<file path="config.mk">
export PLATFORM = sky130hd
export DESIGN_NAME = sram_port_arbiter
export DESIGN_NICKNAME = d
export VERILOG_FILES = /design/src/rtl/sram_port_arbiter.sv
export SDC_FILE = /design/constraint.sdc
export NUM_CORES = 1
export LEC_CHECK = 0
export CAP_MARGIN = 30
export CORE_MARGIN = 3
export CORE_UTILIZATION = 30
export CTS_CLUSTER_SIZE = 40
export DETAILED_ROUTE_END_ITERATION = 16
export DONT_BUFFER_PORTS = 1
export GPL_ROUTABILITY_DRIVEN = 0
export SYNTH_ARGS = -nofsm -noshare
export SYNTH_HDL_FRONTEND = slang
export SYNTH_SLANG_ARGS = --single-unit
export TNS_END_PERCENT = 30
</file>
<file path="constraint.sdc">
create_clock -name wb_clk_i -period 2.1 [get_ports wb_clk_i]
set_clock_uncertainty 0.15 [all_clocks]
set_input_delay 0.315 -clock wb_clk_i [delete_from_list [all_inputs] [get_ports wb_clk_i]]
set_output_delay 0.315 -clock wb_clk_i [all_outputs]
set_load 0.02 [all_outputs]
</file>
<file path="src/rtl/sram_port_arbiter.sv">
// Round-robin arbiter sharing a 1RW+1R OpenRAM macro between two Wishbone requesters.
// One transaction in flight; writes go out on port B, reads on port A.
module sram_port_arbiter #(
    parameter int unsigned SRAM_ADDR_WD = 8,
    parameter int unsigned SRAM_DATA_WD = 32
) (
    input  logic                      wb_clk_i,
    input  logic                      wb_rst_i,

    input  logic                      m0_wb_cyc_i,
    input  logic                      m0_wb_stb_i,
    input  logic                      m0_wb_we_i,
    input  logic [SRAM_ADDR_WD-1:0]   m0_wb_adr_i,
    input  logic [SRAM_DATA_WD-1:0]   m0_wb_dat_i,
    input  logic [SRAM_DATA_WD/8-1:0] m0_wb_sel_i,
    output logic [SRAM_DATA_WD-1:0]   m0_wb_dat_o,
    output logic                      m0_wb_ack_o,

    input  logic                      m1_wb_cyc_i,
    input  logic                      m1_wb_stb_i,
    input  logic                      m1_wb_we_i,
    input  logic [SRAM_ADDR_WD-1:0]   m1_wb_adr_i,
    input  logic [SRAM_DATA_WD-1:0]   m1_wb_dat_i,
    input  logic [SRAM_DATA_WD/8-1:0] m1_wb_sel_i,
    output logic [SRAM_DATA_WD-1:0]   m1_wb_dat_o,
    output logic                      m1_wb_ack_o,

    output logic                      sram_csb_a,
    output logic [SRAM_ADDR_WD-1:0]   sram_addr_a,
    input  logic [SRAM_DATA_WD-1:0]   sram_dout_a,

    output logic                      sram_csb_b,
    output logic                      sram_web_b,
    output logic [SRAM_DATA_WD/8-1:0] sram_mask_b,
    output logic [SRAM_ADDR_WD-1:0]   sram_addr_b,
    output logic [SRAM_DATA_WD-1:0]   sram_din_b,

    output logic                      grant_o
);

    localparam int unsigned MASK_WD = SRAM_DATA_WD / 8;

    typedef enum logic [1:0] {
        IDLE    = 2'd0,
        ACCESS  = 2'd1,
        CAPTURE = 2'd2,
        ACK     = 2'd3
    } state_t;

    state_t                  r_state;
    logic                    r_grant;
    logic                    r_we;
    logic                    r_csb_a;
    logic [SRAM_ADDR_WD-1:0] r_addr_a;
    logic                    r_csb_b;
    logic                    r_web_b;
    logic [MASK_WD-1:0]      r_mask_b;
    logic [SRAM_ADDR_WD-1:0] r_addr_b;
    logic [SRAM_DATA_WD-1:0] r_din_b;
    logic [SRAM_DATA_WD-1:0] r_dat0;
    logic [SRAM_DATA_WD-1:0] r_dat1;
    logic                    r_ack0;
    logic                    r_ack1;

    logic                    w_req0;
    logic                    w_req1;
    logic                    w_pick;
    logic                    w_pick_we;
    logic [SRAM_ADDR_WD-1:0] w_pick_adr;
    logic [SRAM_DATA_WD-1:0] w_pick_dat;
    logic [MASK_WD-1:0]      w_pick_sel;
    logic                    w_gnt_cyc;

    assign w_req0 = m0_wb_cyc_i & m0_wb_stb_i;
    assign w_req1 = m1_wb_cyc_i & m1_wb_stb_i;

    // On contention the requester that was not granted last wins.
    always_comb begin
        w_pick = r_grant;
        if (w_req0 && w_req1) begin
            w_pick = ~r_grant;
        end else if (w_req0) begin
            w_pick = 1'b0;
        end else if (w_req1) begin
            w_pick = 1'b1;
        end
    end

    assign w_pick_we  = w_pick ? m1_wb_we_i  : m0_wb_we_i;
    assign w_pick_adr = w_pick ? m1_wb_adr_i : m0_wb_adr_i;
    assign w_pick_dat = w_pick ? m1_wb_dat_i : m0_wb_dat_i;
    assign w_pick_sel = w_pick ? m1_wb_sel_i : m0_wb_sel_i;
    assign w_gnt_cyc  = r_grant ? m1_wb_cyc_i : m0_wb_cyc_i;

    // Strobes are launched on the grant edge so the macro sees them during ACCESS;
    // ack is decided on the edge entering ACK so an abort in the prior cycle suppresses it.
    always_ff @(posedge wb_clk_i) begin
        if (wb_rst_i) begin
            r_state  <= IDLE;
            r_grant  <= 1'b1;
            r_we     <= 1'b0;
            r_csb_a  <= 1'b1;
            r_addr_a <= '0;
            r_csb_b  <= 1'b1;
            r_web_b  <= 1'b1;
            r_mask_b <= '0;
            r_addr_b <= '0;
            r_din_b  <= '0;
            r_dat0   <= '0;
            r_dat1   <= '0;
            r_ack0   <= 1'b0;
            r_ack1   <= 1'b0;
        end else begin
            case (r_state)
                IDLE: begin
                    if (w_req0 || w_req1) begin
                        r_grant <= w_pick;
                        r_we    <= w_pick_we;
                        if (w_pick_we) begin
                            r_csb_b  <= 1'b0;
                            r_web_b  <= 1'b0;
                            r_addr_b <= w_pick_adr;
                            r_din_b  <= w_pick_dat;
                            r_mask_b <= w_pick_sel;
                        end else begin
                            r_csb_a  <= 1'b0;
                            r_addr_a <= w_pick_adr;
                        end
                        r_state <= ACCESS;
                    end
                end
                ACCESS: begin
                    r_csb_a <= 1'b1;
                    r_csb_b <= 1'b1;
                    r_web_b <= 1'b1;
                    if (r_we) begin
                        r_ack0  <= w_gnt_cyc & ~r_grant;
                        r_ack1  <= w_gnt_cyc &  r_grant;
                        r_state <= ACK;
                    end else begin
                        r_state <= CAPTURE;
                    end
                end
                CAPTURE: begin
                    if (r_grant) begin
                        r_dat1 <= sram_dout_a;
                    end else begin
                        r_dat0 <= sram_dout_a;
                    end
                    r_ack0  <= w_gnt_cyc & ~r_grant;
                    r_ack1  <= w_gnt_cyc &  r_grant;
                    r_state <= ACK;
                end
                ACK: begin
                    r_ack0  <= 1'b0;
                    r_ack1  <= 1'b0;
                    r_state <= IDLE;
                end
                default: begin
                    r_state <= IDLE;
                end
            endcase
        end
    end

    assign m0_wb_dat_o = r_dat0;
    assign m0_wb_ack_o = r_ack0;
    assign m1_wb_dat_o = r_dat1;
    assign m1_wb_ack_o = r_ack1;
    assign sram_csb_a  = r_csb_a;
    assign sram_addr_a = r_addr_a;
    assign sram_csb_b  = r_csb_b;
    assign sram_web_b  = r_web_b;
    assign sram_mask_b = r_mask_b;
    assign sram_addr_b = r_addr_b;
    assign sram_din_b  = r_din_b;
    assign grant_o     = r_grant;

endmodule
</file>
==> flow_metrics.py <==
metrics = {
    "outcome": {
        "outcome": "complete, but fails checks",
        "violations": "setup timing",
    },
    "global_routing": {
        "grt_pass1_vias": 5041,
        "grtUsageTotal_pct": 17.7,
        "grt-ovfl-total": 0,
        "antenna_found_initial": 0,
        "grt_start_max_net_pins": 86,
        "grt_pass1_wl_mm": 26.2,
    },
    "clock_network": {
        "worstSkewPairLatency_ns": 0.41,
        "numCtsBuffers": 17,
        "root_buffer": "clkbuf_16",
        "clock_path_buffers": 2,
        "cts-htree-levels": 4,
        "clk_pin_slew_ns": 0.06,
        "cts_tree": "done",
        "cts.sinks": 124,
    },
    "sta": {
        "worst_pin_slew_ns": 0.491,
        "drv_slew": 0,
        "finalSetupTns_ns": -0.0784,
        "fmax_mhz": 464,
        "whs_ns": 0.0466,
        "rsz0062_at_grt": "true",
        "finalCriticalPeriod_ns": 2.15,
        "slew_headroom_pct": 67.3,
        "setup_violations": 2,
        "hold_violations": 0,
        "fin_crit_sh_pct": 103,
        "finalWorstSetupSlack_ns": -0.0546,
    },
    "synth": {
        "yosysTopAreaCellShare_pct": 48.1,
        "synthTopCellsByCount": "nand2_1 (168), dfxtp_1 (124), a21oi_1 (115)",
        "synth_async_sr_flop_share_pct": 0,
        "synth_edf_count": 0,
        "synth_top_cell_by_area": "dfxtp_1",
        "syn_nets": 763,
        "ys_top_cells_by_area": "dfxtp_1 (48%), nand2_1 (12%), a21oi_1 (11%), a311oi_1 (6.1%), nand3_1 (4.8%)",
        "synthDistinctLibCells": 39,
        "syn-mean-instance-area_um2": 8.19,
        "synthCells": 630,
        "yosysMostFrequentCell": "nand2_1",
        "synthFlopType": "dfxtp_1",
        "yosysWarnings": 0,
        "netlist_area_um2": 5160,
        "seq_area_frac_synth_pct": 48.1,
        "ys_ff_latch": 124,
    },
    "final_layout": {
        "fin_util_pct": 45.4,
        "insertedDiodeCount": 0,
        "nets": 886,
        "area_growth_pct": 46.8,
        "stdcell_count": 986,
        "drive_gt1_share_pct": 11.4,
    },
    "hold_path": {
        "hp-class": "input port to register",
    },
    "drt": {
        "wl_per_cell_um": 18.7,
        "antenna_left": 0,
        "drc": 0,
        "vias": 5098,
        "drt-vias-per-instance": 5.17,
        "dr.pass1.iters": 5,
        "drt-total-wl_mm": 18.4,
        "drtIter0Drc": 210,
    },
    "setup_path": {
        "worstSetupEndpointType": "register",
        "cpMaxStageDelayCell": "dlygate4sd3_1",
        "critical_path_class": "register to register",
        "crit_arrival_ns": 2.35,
        "cp-start-kind": "register",
        "worst-path-max-fanout": 8,
        "cp.required_ns": 2.30,
        "max_stage_delay_ns": 0.57,
        "cp_cell_sequence": "inv_4 -> ha_4 -> nor2b_4 -> buf_4 -> clkbuf_16 -> nand2_1 -> a21oi_1 -> dlygate4sd3_1",
    },
    "power": {
        "pwr-share-seq_pct": 40.7,
        "switching_share_pct": 35.9,
        "switchingPower_w": 0.00306,
        "ir_drop_v": 0.000518,
        "clockPowerShare_pct": 34.5,
        "pwr_density_cell_nw_per_um2": 1120,
        "power_frac_comb_pct": 24.7,
        "power.leakage_nw": 2.86,
        "intPower_w": 0.00545,
    },
    "die": {
        "io_pins": 250,
        "initial_core_util_pct": 30.9,
        "dieWidth_um": 137,
        "core_area_um2": 16700,
        "dieArea_um2": 18800,
        "num_rows": 47,
        "fp.dieH_um": 137,
    },
    "placed_design": {
        "dp.cells": 805,
        "portBuffers": 0,
        "hpwl_mm": 10.0,
    },
    "job": {
        "maxCapViolations": 0,
    },
}
==> layer usage <==
metal | track usage [%] | part of all wire (%) | vias up | wire, µm
li1 | - | - | 2432 | -
met1 | 19.6 | 38 | 2378 | 7020
met2 | 30.7 | 50 | 264 | 9220
met3 | 7.09 | 10 | 24 | 1850
met4 | 6.43 | 1.7 | 0 | 310
met5 | 0 | 0 | - | 0
==> area by class of cell <==
class / instances / area, µm²
clock buffer: 19 / 453
clock inverter: 13 / 141
fill: 1556 / 9120
inverter: 3 / 13.8
multi-input combinational: 444 / 2440
sequential: 124 / 2490
tap: 220 / 275
timing repair buffer: 163 / 1770
==> sequential cells by signal, summed over array words and instances, names as in the netlist <==
name	cells
sram_addr_b	8
r_we	1
m0_wb_dat_o	32
m1_wb_ack_o	1
grant_o	1
r_state	2
sram_din_b	32
sram_csb_a	1
sram_web_b	1
sram_mask_b	4
m0_wb_ack_o	1
sram_addr_a	8
m1_wb_dat_o	32
==> final timing paths <==
check / from / to / cells past startpoint / slack, ns
min reg2reg: r_state[0]$_SDFFE_PP0P_ / r_state[0]$_SDFFE_PP0P_ / 2 / 0.38
max reg2reg: r_state[0]$_SDFFE_PP0P_ / m0_wb_dat_o[16]$_SDFFE_PP0P_ / 8 / -0.05
max: r_state[0]$_SDFFE_PP0P_ / m0_wb_dat_o[16]$_SDFFE_PP0P_ / 8 / -0.05
min: wb_rst_i / sram_addr_a[0]$_SDFFE_PP0P_ / 2 / 0.05
==> power groups by stage <==
| stage | combinational (W) | sequential [W] | clock [W] |
|---|---|---|---|
| 4_1_cts | 0.00199 | 0.00345 | 0.00303 |
| 3_3_place_gp | 0.00173 | 0.00350 | 0 |
| 2_1_floorplan | 0.00136 | 0.00338 | 0 |
| 3_5_place_dp | 0.00175 | 0.00350 | 0 |
| 6_report | 0.00211 | 0.00347 | 0.00294 |
| 5_1_grt | 0.00230 | 0.00352 | 0.00312 |
==> critical path: cells and delay by family, from the launching register on <==
kind / cells / cell delay [ns]
adder cells (fa/ha/maj): 1 / 0.15
flip-flops: 1 / 0.35
AND/OR/NAND/NOR: 2 / 0.32
AO/OA/AOI/OAI: 1 / 0.16
buffers and inverters: 4 / 0.97
==> stage by stage <==
stage	cell area, µm²	setup WS (ns)	power [W]
after CTS	7410	0.0180	0.00847
after global placement	5390	0.230	0.00523
final	7580	-0.0546	0.00851
after detailed placement	5390	0.170	0.00525
after global routing	7580	-0.131	0.00894
after floorplan	5160	0.261	0.00474
==> cell families (layout without fill, tap and decap cells) <==
| kind of cell | Yosys count | after routing | synth area share [%] |
|---|---|---|---|
| AOI/OAI and AO/OA | 168 | 168 | 19.6 |
| DFF | 124 | 124 | 48.1 |
| adders and majority gates | 5 | 5 | 1.21 |
| buffers and inverters | 62 | 198 | 5.50 |
| and+or+nand+nor | 254 | 254 | 21.6 |
| muxes | 17 | 17 | 3.97 |
==> what timing repair did <==
action | in CTS | in global routing
hold buffers | 141 | 0
endpoints found under the setup margin | 0 | 31
hold endpoints to repair | 116 | 0
buffers inserted | 0 | 5
gates resized for setup | 0 | 18
==> layout by cell type (no fill, tap or decap), types with 2 or more instances in the layout <==
| cell | count |
|---|---|
| nand2_1 | 168 |
| dlygate4sd3_1 | 137 |
| dfxtp_1 | 121 |
| a21oi_1 | 114 |
| nand3_1 | 48 |
| a311oi_1 | 36 |
| clkbuf_16 | 20 |
| nor2b_1 | 16 |
| mux2_2 | 12 |
| o21ai_0 | 9 |
| buf_12 | 8 |
| buf_4 | 7 |
| clkinvlp_4 | 6 |
| mux2_4 | 4 |
| buf_6 | 4 |
| ha_1 | 3 |
| dfxtp_2 | 3 |
| dlymetal6s4s_1 | 3 |
| inv_1 | 2 |
| a21o_1 | 2 |
| nand2_2 | 2 |
| nor2_1 | 2 |
| nor3_1 | 2 |
| nand2b_1 | 2 |
| clkbuf_8 | 2 |
| clkinv_2 | 2 |
| bufinv_16 | 2 |
| inv_6 | 2 |
No activity file was read; power rests on OpenSTA's default activity.
